$ cat config.mk
export PLATFORM = sky130hd
export DESIGN_NAME = router_top_param
export DESIGN_NICKNAME = d
export VERILOG_FILES = /design/src/rtl/router_pkg.sv /design/src/rtl/router_fifo_ch.sv /design/src/rtl/router_top_param.sv
export SDC_FILE = /design/constraint.sdc
export NUM_CORES = 1
export LEC_CHECK = 0
export ABC_CLOCK_PERIOD_IN_PS = 4310
export BUFFER_PORTS_ARGS = -buffer_cell sky130_fd_sc_hd__buf_4
export CORE_AREA = 2 2 194 196
export DETAILED_ROUTE_END_ITERATION = 8
export DIE_AREA = 0 0 196 198
export PLACE_DENSITY_LB_ADDON = 0.08
export SLEW_MARGIN = 0
export SYNTH_ARGS = -nofsm -noshare
export SYNTH_HDL_FRONTEND = slang
export SYNTH_SLANG_ARGS = --single-unit
$ cat constraint.sdc
create_clock -name clock -period 4.31 [get_ports clock]
set_clock_uncertainty 0.1 [all_clocks]
set_input_delay 0.862 -clock clock [delete_from_list [all_inputs] [get_ports clock]]
set_output_delay 0.862 -clock clock [all_outputs]
set_load 0.03 [all_outputs]
$ cat src/rtl/router_pkg.sv
// Shared types and helpers for the parametrised packet router.
package router_pkg;

  typedef enum logic [1:0] {S_IDLE, S_LOAD, S_CHECK, S_DROP} state_t;

  localparam int unsigned DEF_DW      = 8;
  localparam int unsigned DEF_NCH     = 3;
  localparam int unsigned DEF_AW      = 2;
  localparam int unsigned DEF_DEPTH   = 16;
  localparam int unsigned DEF_TIMEOUT = 30;
  localparam int unsigned DEF_PTR_W   = $clog2(DEF_DEPTH);

  // Header layout is {len, addr}; addr occupies the low aw bits.
  function automatic int unsigned hdr_addr(input logic [31:0] w, input int unsigned aw);
    return w & ((32'd1 << aw) - 32'd1);
  endfunction

  function automatic int unsigned hdr_len(input logic [31:0] w, input int unsigned aw);
    return w >> aw;
  endfunction

endpackage

$ cat src/rtl/router_fifo_ch.sv
// One output channel: word FIFO, registered read data and idle-read timeout flush.
module router_fifo_ch #(
  parameter int unsigned DW      = 8,
  parameter int unsigned DEPTH   = 16,
  parameter int unsigned TIMEOUT = 30
) (
  input  logic          clock,
  input  logic          reset,
  input  logic          i_wr,
  input  logic [DW-1:0] i_wdata,
  input  logic          i_rd,
  output logic [DW-1:0] o_data,
  output logic          o_vld,
  output logic          o_full,
  output logic          o_flush
);

  localparam int unsigned PW = $clog2(DEPTH);
  localparam int unsigned TW = $clog2(TIMEOUT + 1);

  logic [DW-1:0] r_mem [DEPTH];
  logic [PW:0]   r_wptr, r_rptr;
  logic [TW-1:0] r_tcnt;
  logic [DW-1:0] r_data;
  logic          w_empty, w_full, w_rd, w_idle, w_flush;

  // Pointers carry one extra wrap bit to tell full from empty.
  assign w_empty = (r_wptr == r_rptr);
  assign w_full  = (r_wptr[PW] != r_rptr[PW]) && (r_wptr[PW-1:0] == r_rptr[PW-1:0]);
  assign w_rd    = i_rd & ~w_empty;
  assign w_idle  = ~w_empty & ~i_rd;
  assign w_flush = w_idle && (r_tcnt == TW'(TIMEOUT - 1));

  always_ff @(posedge clock) begin
    if (reset) begin
      r_wptr <= '0;
      r_rptr <= '0;
      r_tcnt <= '0;
      r_data <= '0;
    end else if (w_flush) begin
      r_wptr <= '0;
      r_rptr <= '0;
      r_tcnt <= '0;
    end else begin
      if (i_wr) r_wptr <= r_wptr + (PW + 1)'(1);
      if (w_rd) begin
        r_rptr <= r_rptr + (PW + 1)'(1);
        r_data <= r_mem[r_rptr[PW-1:0]];
      end
      r_tcnt <= w_idle ? r_tcnt + TW'(1) : '0;
    end
  end

  always_ff @(posedge clock) begin
    if (i_wr) r_mem[r_wptr[PW-1:0]] <= i_wdata;
  end

  assign o_data  = r_data;
  assign o_vld   = ~w_empty;
  assign o_full  = w_full;
  assign o_flush = w_flush;

endmodule

$ cat src/rtl/router_top_param.sv
// Byte-serial packet router: header/payload/parity framing into NCH buffered channels.
module router_top_param import router_pkg::*; #(
  parameter int unsigned DW      = DEF_DW,
  parameter int unsigned NCH     = DEF_NCH,
  parameter int unsigned AW      = DEF_AW,
  parameter int unsigned DEPTH   = DEF_DEPTH,
  parameter int unsigned TIMEOUT = DEF_TIMEOUT
) (
  input  logic              clock,
  input  logic              reset,
  input  logic              pkt_valid,
  input  logic [DW-1:0]     data_in,
  input  logic [NCH-1:0]    read_enb,
  output logic [NCH*DW-1:0] data_out,
  output logic [NCH-1:0]    vld_out,
  output logic              busy,
  output logic              err
);

  localparam int unsigned LW = DW - AW;

  state_t         r_state, w_next;
  logic [AW-1:0]  r_ch, w_addr, w_sel;
  logic [LW-1:0]  r_len, w_len;
  logic [LW:0]    r_pcnt;
  logic [DW-1:0]  r_par, r_pword;
  logic           r_err;
  logic [NCH-1:0] w_full, w_flush, w_wr;
  logic           w_addr_ok, w_sel_full, w_acc, w_write, w_to;

  assign w_addr     = AW'(hdr_addr(32'(data_in), AW));
  assign w_len      = LW'(hdr_len(32'(data_in), AW));
  assign w_addr_ok  = (32'(w_addr) < NCH);
  assign w_sel      = (r_state == S_IDLE) ? w_addr : r_ch;
  assign w_sel_full = (32'(w_sel) < NCH) ? w_full[w_sel] : 1'b0;
  assign w_to       = w_flush[r_ch];

  assign busy  = (r_state == S_CHECK) |
                 (((r_state == S_IDLE) | (r_state == S_LOAD)) & w_sel_full);
  assign w_acc = ~busy & (r_state != S_CHECK) & ((r_state != S_IDLE) | pkt_valid);

  always_comb begin
    w_next  = r_state;
    w_write = 1'b0;
    unique case (r_state)
      S_IDLE: if (w_acc) begin
        w_next  = w_addr_ok ? S_LOAD : S_DROP;
        w_write = w_addr_ok;
      end
      S_LOAD: if (w_to) begin
        // Flush of the channel being loaded aborts the packet.
        w_next = (w_acc & ~pkt_valid) ? S_IDLE : S_DROP;
      end else if (w_acc) begin
        w_write = 1'b1;
        if (!pkt_valid) w_next = S_CHECK;
      end
      S_CHECK: w_next = S_IDLE;
      S_DROP:  if (w_acc & ~pkt_valid) w_next = S_IDLE;
      default: w_next = S_IDLE;
    endcase
  end

  always_comb begin
    w_wr = '0;
    for (int unsigned c = 0; c < NCH; c++) w_wr[c] = w_write && (32'(w_sel) == c);
  end

  // Payload is counted up and compared with len in CHECK; saturates so overruns never alias.
  always_ff @(posedge clock) begin
    if (reset) begin
      r_state <= S_IDLE;
      r_ch    <= '0;
      r_len   <= '0;
      r_pcnt  <= '0;
      r_par   <= '0;
      r_pword <= '0;
      r_err   <= 1'b0;
    end else begin
      r_state <= w_next;
      case (r_state)
        S_IDLE: if (w_acc) begin
          if (w_addr_ok) begin
            r_ch   <= w_addr;
            r_len  <= w_len;
            r_pcnt <= '0;
            r_par  <= data_in;
            r_err  <= 1'b0;
          end else begin
            r_err <= 1'b1;
          end
        end
        S_LOAD: if (w_to) begin
          r_err <= 1'b1;
        end else if (w_acc) begin
          if (pkt_valid) begin
            r_par <= r_par ^ data_in;
            if (!(&r_pcnt)) r_pcnt <= r_pcnt + (LW + 1)'(1);
          end else begin
            r_pword <= data_in;
          end
        end
        S_CHECK: r_err <= (r_par != r_pword) | (r_pcnt != {1'b0, r_len});
        default: ;
      endcase
    end
  end

  assign err = r_err;

  for (genvar c = 0; c < NCH; c++) begin : g_ch
    router_fifo_ch #(
      .DW     (DW),
      .DEPTH  (DEPTH),
      .TIMEOUT(TIMEOUT)
    ) u_fifo (
      .clock  (clock),
      .reset  (reset),
      .i_wr   (w_wr[c]),
      .i_wdata(data_in),
      .i_rd   (read_enb[c]),
      .o_data (data_out[c*DW +: DW]),
      .o_vld  (vld_out[c]),
      .o_full (w_full[c]),
      .o_flush(w_flush[c])
    );
  end

endmodule
# ---- Yosys cells after proc, flatten, opt, wreduce, memory -nomap -nowiden
# Memories as Yosys holds them, arrays and structs flattened. A register that Yosys moved wholly into a read port is not among the register bits.
# Cells that the tools add are included.
dict set report classes {
  bitwise 30
  add_sub_neg 10
  reduce_logical 30
  mux 41
  order_cmp 4
  eq_ne 30
}
# cell n
set op_table {}
lappend op_table {{$add A5 B1 Y5 const B} 9}
lappend op_table {{$mux W7} 6}
lappend op_table {{$mux W8} 5}
lappend op_table {{$ne A2 B2 Y1 const B} 9}
lappend op_table {{$mux W2} 8}
lappend op_table {{$pmux W8 S2} 1}
lappend op_table {{$eq A5 B5 Y1} 3}
lappend op_table {{$eq A5 B5 Y1 const B} 3}
lappend op_table {{$mux W1} 15}
lappend op_table {{$not A1 Y1} 15}
lappend op_table {{$pmux W7 S2} 1}
lappend op_table {{$reduce_and A7 Y1} 2}
lappend op_table {{$eq A4 B4 Y1} 3}
lappend op_table {{$and A1 B1 Y1} 10}
lappend op_table {{$logic_and A1 B1 Y1} 9}
lappend op_table {{$reduce_or A3 Y1} 3}
lappend op_table {{$ne A8 B8 Y1} 1}
lappend op_table {{$pmux W2 S4} 1}
lappend op_table {{$reduce_and A4 Y1} 2}
lappend op_table {{$xor A8 B8 Y8} 1}
lappend op_table {{$add A7 B1 Y7 const B} 1}
lappend op_table {{$ne A7 B6 Y1} 1}
lappend op_table {{$eq A2 B2 Y1 const B} 3}
lappend op_table {{$lt A2 B3 Y1 const B} 2}
lappend op_table {{other kinds (15)} 31}
dict set report word_totals {
  input_bits 14
  regBits 79
  mem_count 3
  output_inout_bits 29
  ram_bits 384
  word_cells 164
}
# name words width read_ports rd_ports_with_merged_regs wr line_no
set mem_list {}
lappend mem_list {{g_ch[0].u_fifo.r_mem} 16 8 1 1 1 router_fifo_ch.sv:21} ;# logic [DW-1:0] r_mem [DEPTH];
lappend mem_list {{g_ch[1].u_fifo.r_mem} 16 8 1 1 1 router_fifo_ch.sv:21}
lappend mem_list {{g_ch[2].u_fifo.r_mem} 16 8 1 1 1 router_fifo_ch.sv:21}

# ---- Depth between registers and ports, before layout
dict set report depth {
  depth_word 16
  mapped_depth 13
}

# ---- Modules after synthesis
# A second synthesis with hierarchy kept.
dict set report unflattened {
  hier_cells 1288
  area_unflattened_um2 20328.2
}
# mod area_per_inst_um2 cells_per_inst instances
set by_module_without_submodules {}
lappend by_module_without_submodules {{router_fifo_ch at g_ch[0].u_fifo ...} 6100.9 351 2}
lappend by_module_without_submodules {{router_fifo_ch at g_ch[2].u_fifo} 6087.1 351 1}
lappend by_module_without_submodules {router_top_param 2039.5 235 1}

# ---- Worst setup path after synthesis
# No wires, ideal clock.
dict set report synth_path {
  path_kind {in2out}
  start {in data_in[0]}
  end {out busy}
  setup_slack_ps 771
  t_required_ps 3348
  arrival_ps 2577
  stages 8
  cell_sequence {buf_6 -> and3_4 -> a311o_2 -> o41a_4 -> o21a_4 -> inv_2 -> buf_6 -> buf_2}
}
dict set report synth_between {
  elab_chain_cells 6
  elab_cells_between_ends 7
  cone_classes {1 x order compare; 4 x mux; 2 x bitwise}
}
# item line_no
set synth_lines {}
lappend synth_lines {{start, declared} router_top_param.sv:12} ;# input logic [DW-1:0] data_in,
lappend synth_lines {{$mux W2 *} router_top_param.sv:34} ;# assign w_sel = (r_state == S_IDLE) ? w_addr : r_ch;
lappend synth_lines {{$bmux W1 S2} router_top_param.sv:35} ;# assign w_sel_full = (32'(w_sel) < NCH) ? w_full[w_sel] : 1'b0;
lappend synth_lines {{$mux W1 (implied by the code)} router_top_param.sv:35}
lappend synth_lines {{$mux W1 *} router_top_param.sv:35}
lappend synth_lines {{$and A1 B1 Y1 *} router_top_param.sv:39} ;# (((r_state == S_IDLE) | (r_state == S_LOAD)) & w_sel_full);
lappend synth_lines {{$or A1 B1 Y1 *} router_top_param.sv:38} ;# assign busy = (r_state == S_CHECK) |
lappend synth_lines {{end, declared} router_top_param.sv:16} ;# output logic busy,
# Every way passes the cells marked *; elsewhere a longest branch is shown, timed or not. The select of a mux whose other input is x is not followed.

# ---- Worst setup path after layout
dict set report layout_path {
  start {reg r_state[0]}
  end {out busy}
}
dict set report layout_between {
  elab_chain_cells 7
  elab_cells_between_ends 11
  cone_classes {1 x order compare; 2 x eq/ne; 4 x mux; 3 x bitwise; 1 x reduce/logical}
}
# item line_no
set layout_lines {}
lappend layout_lines {{start, declared} router_top_param.sv:22} ;# state_t r_state, w_next;
lappend layout_lines {{start signal, assigned} router_top_param.sv:79} ;# r_state <= w_next;
lappend layout_lines {{$logic_not A2 Y1} {router_top_param.sv:34, router_top_param.sv:39}}
lappend layout_lines {{$mux W2} router_top_param.sv:34}
lappend layout_lines {{$bmux W1 S2} router_top_param.sv:35}
lappend layout_lines {{$mux W1 (implied by the code)} router_top_param.sv:35}
lappend layout_lines {{$mux W1} router_top_param.sv:35}
lappend layout_lines {{$and A1 B1 Y1} router_top_param.sv:39}
lappend layout_lines {{$or A1 B1 Y1 *} router_top_param.sv:38}
# Marks and branches as above.

==> qor.yml <==
outcome: "finished, final reports clean"
grt_pass1_wl_um: 67480
dpl.hpwl_um: 27460
rows: 71
port_buffers: 42
yosys.area_share.simple_pct: 7.648
cts_sinks: 487
pin_count: 43
fin_crit_ps: 4115
worstSkewPairLatency_ps: 580
ctsRootBufferMaster: "clkbuf_16"
r2r_setup_slack_ps: 530
tightest_slew_ps: 1090
first_iter_violations: 988
synth.most_common_cell: "edfxtp_1"
vias: 10790
placed_area_sq_mm: 0.02080
synth_area_sq_mm: 0.02003
synth_commonest_cells: "edfxtp_1 (384), mux4_2 (120), dfxtp_1 (103), nand2_1 (93), nor2_1 (56)"
synth_edf_count: 384
p_sw_mw: 3.271
period_share_pct: 95.47
synth_top_area_share_pct: 57.58
die_h_um: 198
grt_max_degree: 57
postRouteAntennaNets: 0
required_ps: 3350
setup.worst_path.end_class: "primary output"
setup_viol_count_final: 0
drive_gt1_share_pct: 22.15
synthArstFlopShare_pct: 0
arrival_ps: 3150
coreArea_sq_mm: 0.03696
die_area_sq_mm: 0.03881
synth_area_leaders: "edfxtp_1 (58%), mux4_2 (13%), dfxtp_1 (10%), nand2_1 (1.7%), ha_1 (1.6%)"
critical_path_class: "flop to primary output"
synth-xor-area-share_pct: 2.187
sw_frac_of_total_pct: 27.05
fin_area_sq_mm: 0.02248
fin_ws_ps: 195.4
syn-mean-instance-area_sq_um: 16.55
rsz0062_at_grt: "no"
ir_drop_v: 0.0002891
holdBufCountCts: 0
p_leak_nw: 7.476
hold_path.class: "flop to flop"
critPathLaunchType: "flop"
finalNetCount: 1297
dr.pass1.iters: 5
finalMaxSlewViolations: 0
synth-seq-cells: 487
track_usage_pct: 23.66
max_freq_ghz: 0.2430
fin_setup_tns_ps: 0
cp_max_fo: 13
synthMuxAreaShare_pct: 14.45
grt_pass1_vias: 10840
internal-power_mw: 8.820
postCtsSetupRepairBufs: 0
wirelength_um: 44500
synth-main-ff-cell: "edfxtp_1"
slew_headroom_pct: 27.32
synthToLayoutAreaGrowth_pct: 12.26
synth_cell_type_count: 68
synth_compound_area_share_pct: 4.280
die_x_um: 196
tritoncts: "built"
p_comb_share_pct: 19.3
yosysWarnings: 0
clk_pin_slew_ps: 60
seq_area_frac_synth_pct: 67.88
postSynthCellCount: 1210
cap_violations: 0
h-tree-depth: 2
clock_path_buffers: 3
p_seq_share_pct: 44.5
gp_congestion: 0.8363
hold_viol: 0
p_per_area_mw_per_mm2: 537.9
grt-ovfl-total: 0
synth_top_family_by_area: "multiplexers"
clockPowerShare_pct: 36.3
avgViaCountPerCell: 6.091
drcViolationCount: 0
synth_top_area_cell: "edfxtp_1"
initial_core_util_pct: 54.19
wl_per_cell_um: 25.13
synth_fa_ha_area_share_pct: 1.624
cts_made_buffers: 48
antenna_found_initial: 1
syn_nets: 1250
pre_cts_ws_ps: 285.3
-- final timing paths --
check / end / depth (start not counted) / from
worst max-delay path: busy / 10 / r_state[0]
worst min-delay path: g_ch[1].u_fifo.o_data[4] / 2 / g_ch[1].u_fifo.o_data[4]
worst max register to register: g_ch[1].u_fifo.r_mem[9][5] / 11 / r_state[1]
worst min register to register: g_ch[1].u_fifo.o_data[4] / 2 / g_ch[1].u_fifo.o_data[4]
-- worst max-delay path, cell delays in order (launching register included) --
cell     delay (ps)
dfxtp_1         340
inv_1           140
ha_4            250
buf_4           210
inv_1            50
a311o_2         440
o41a_4          470
o21a_4          160
inv_4           130
buf_4           200
buf_4           180
-- registers in the layout, summed over array words and instances (netlist names) --
register,cells
err,1
g_ch.u_fifo.o_data,24
g_ch.u_fifo.r_mem,384
g_ch.u_fifo.r_rptr,15
g_ch.u_fifo.r_tcnt,15
g_ch.u_fifo.r_wptr,15
r_ch,2
r_len,6
r_par,8
r_pcnt,7
r_pword,8
r_state,2
-- routing by layer --
layer | up-vias | track usage (%) | share of wire [%]
li1 | 4818 | - | -
met5 | - | 0 | 0.029
met1 | 5563 | 33.75 | 43
met2 | 339 | 37.43 | 48
met3 | 65 | 4.650 | 6.8
met4 | 2 | 7.099 | 2.1
-- layout make-up --
cell class / count / area (sq um)
fill: 2741 / 14480
sequential: 487 / 13600
multi-input combinational: 635 / 6061
clock buffer: 65 / 1349
tap: 474 / 593.1
timing repair buffer: 64 / 480.5
clock inverter: 24 / 316.6
inverter: 21 / 81.33
antenna: 1 / 2.502
-- what timing repair did --
action	CTS	global route
endpoints found under the setup margin	1	1
gates resized for setup	1	2
pin swaps	0	0
-- power by group through the flow --
stage	clock, mW	sequential [mW]	combinational, mW
after floorplan	0	5.52	1.61
after global placement	0	5.48	2.32
after detailed placement	0	5.48	2.32
after CTS	4.46	5.38	2.33
after global routing	4.63	5.40	2.52
final	4.38	5.38	2.33
-- metrics by stage --
step | power, mW | hold slack (ps) | util, % | std cells
after floorplan | 7.130 | 333.4 | - | 1210
final | 12.09 | 353.0 | 60.83 | 1771
after CTS | 12.17 | 356.6 | 60.79 | 1770
after detailed placement | 7.801 | 349.0 | 56.28 | 1681
after global routing | 12.55 | 373.1 | 60.82 | 1770
after global placement | 7.793 | 344.5 | 56.28 | 1681
-- cells by family (layout without fill, tap and decap cells) --
logic type      count (synthesis)  after routing
buf+inv                        88            174
xor+xnor                       50             50
flops                         487            487
other cells                     0              1
compound gates                116            116
mux                           139            139
simple gates                  304            304
fa+ha+maj                      26             26
-- cell usage in the layout, fill, tap and decap left out, types with 25 or more instances in the layout --
cell type    n
and3_1      51
edfxtp_1   384
nand2_1     93
ha_1        25
nor2_1      56
a21oi_1     54
dfxtp_1    100
nand3_1     29
mux4_2     120
buf_4       64
clkbuf_16   51
xor2_1      26
Power figures use the tool's default switching activity.
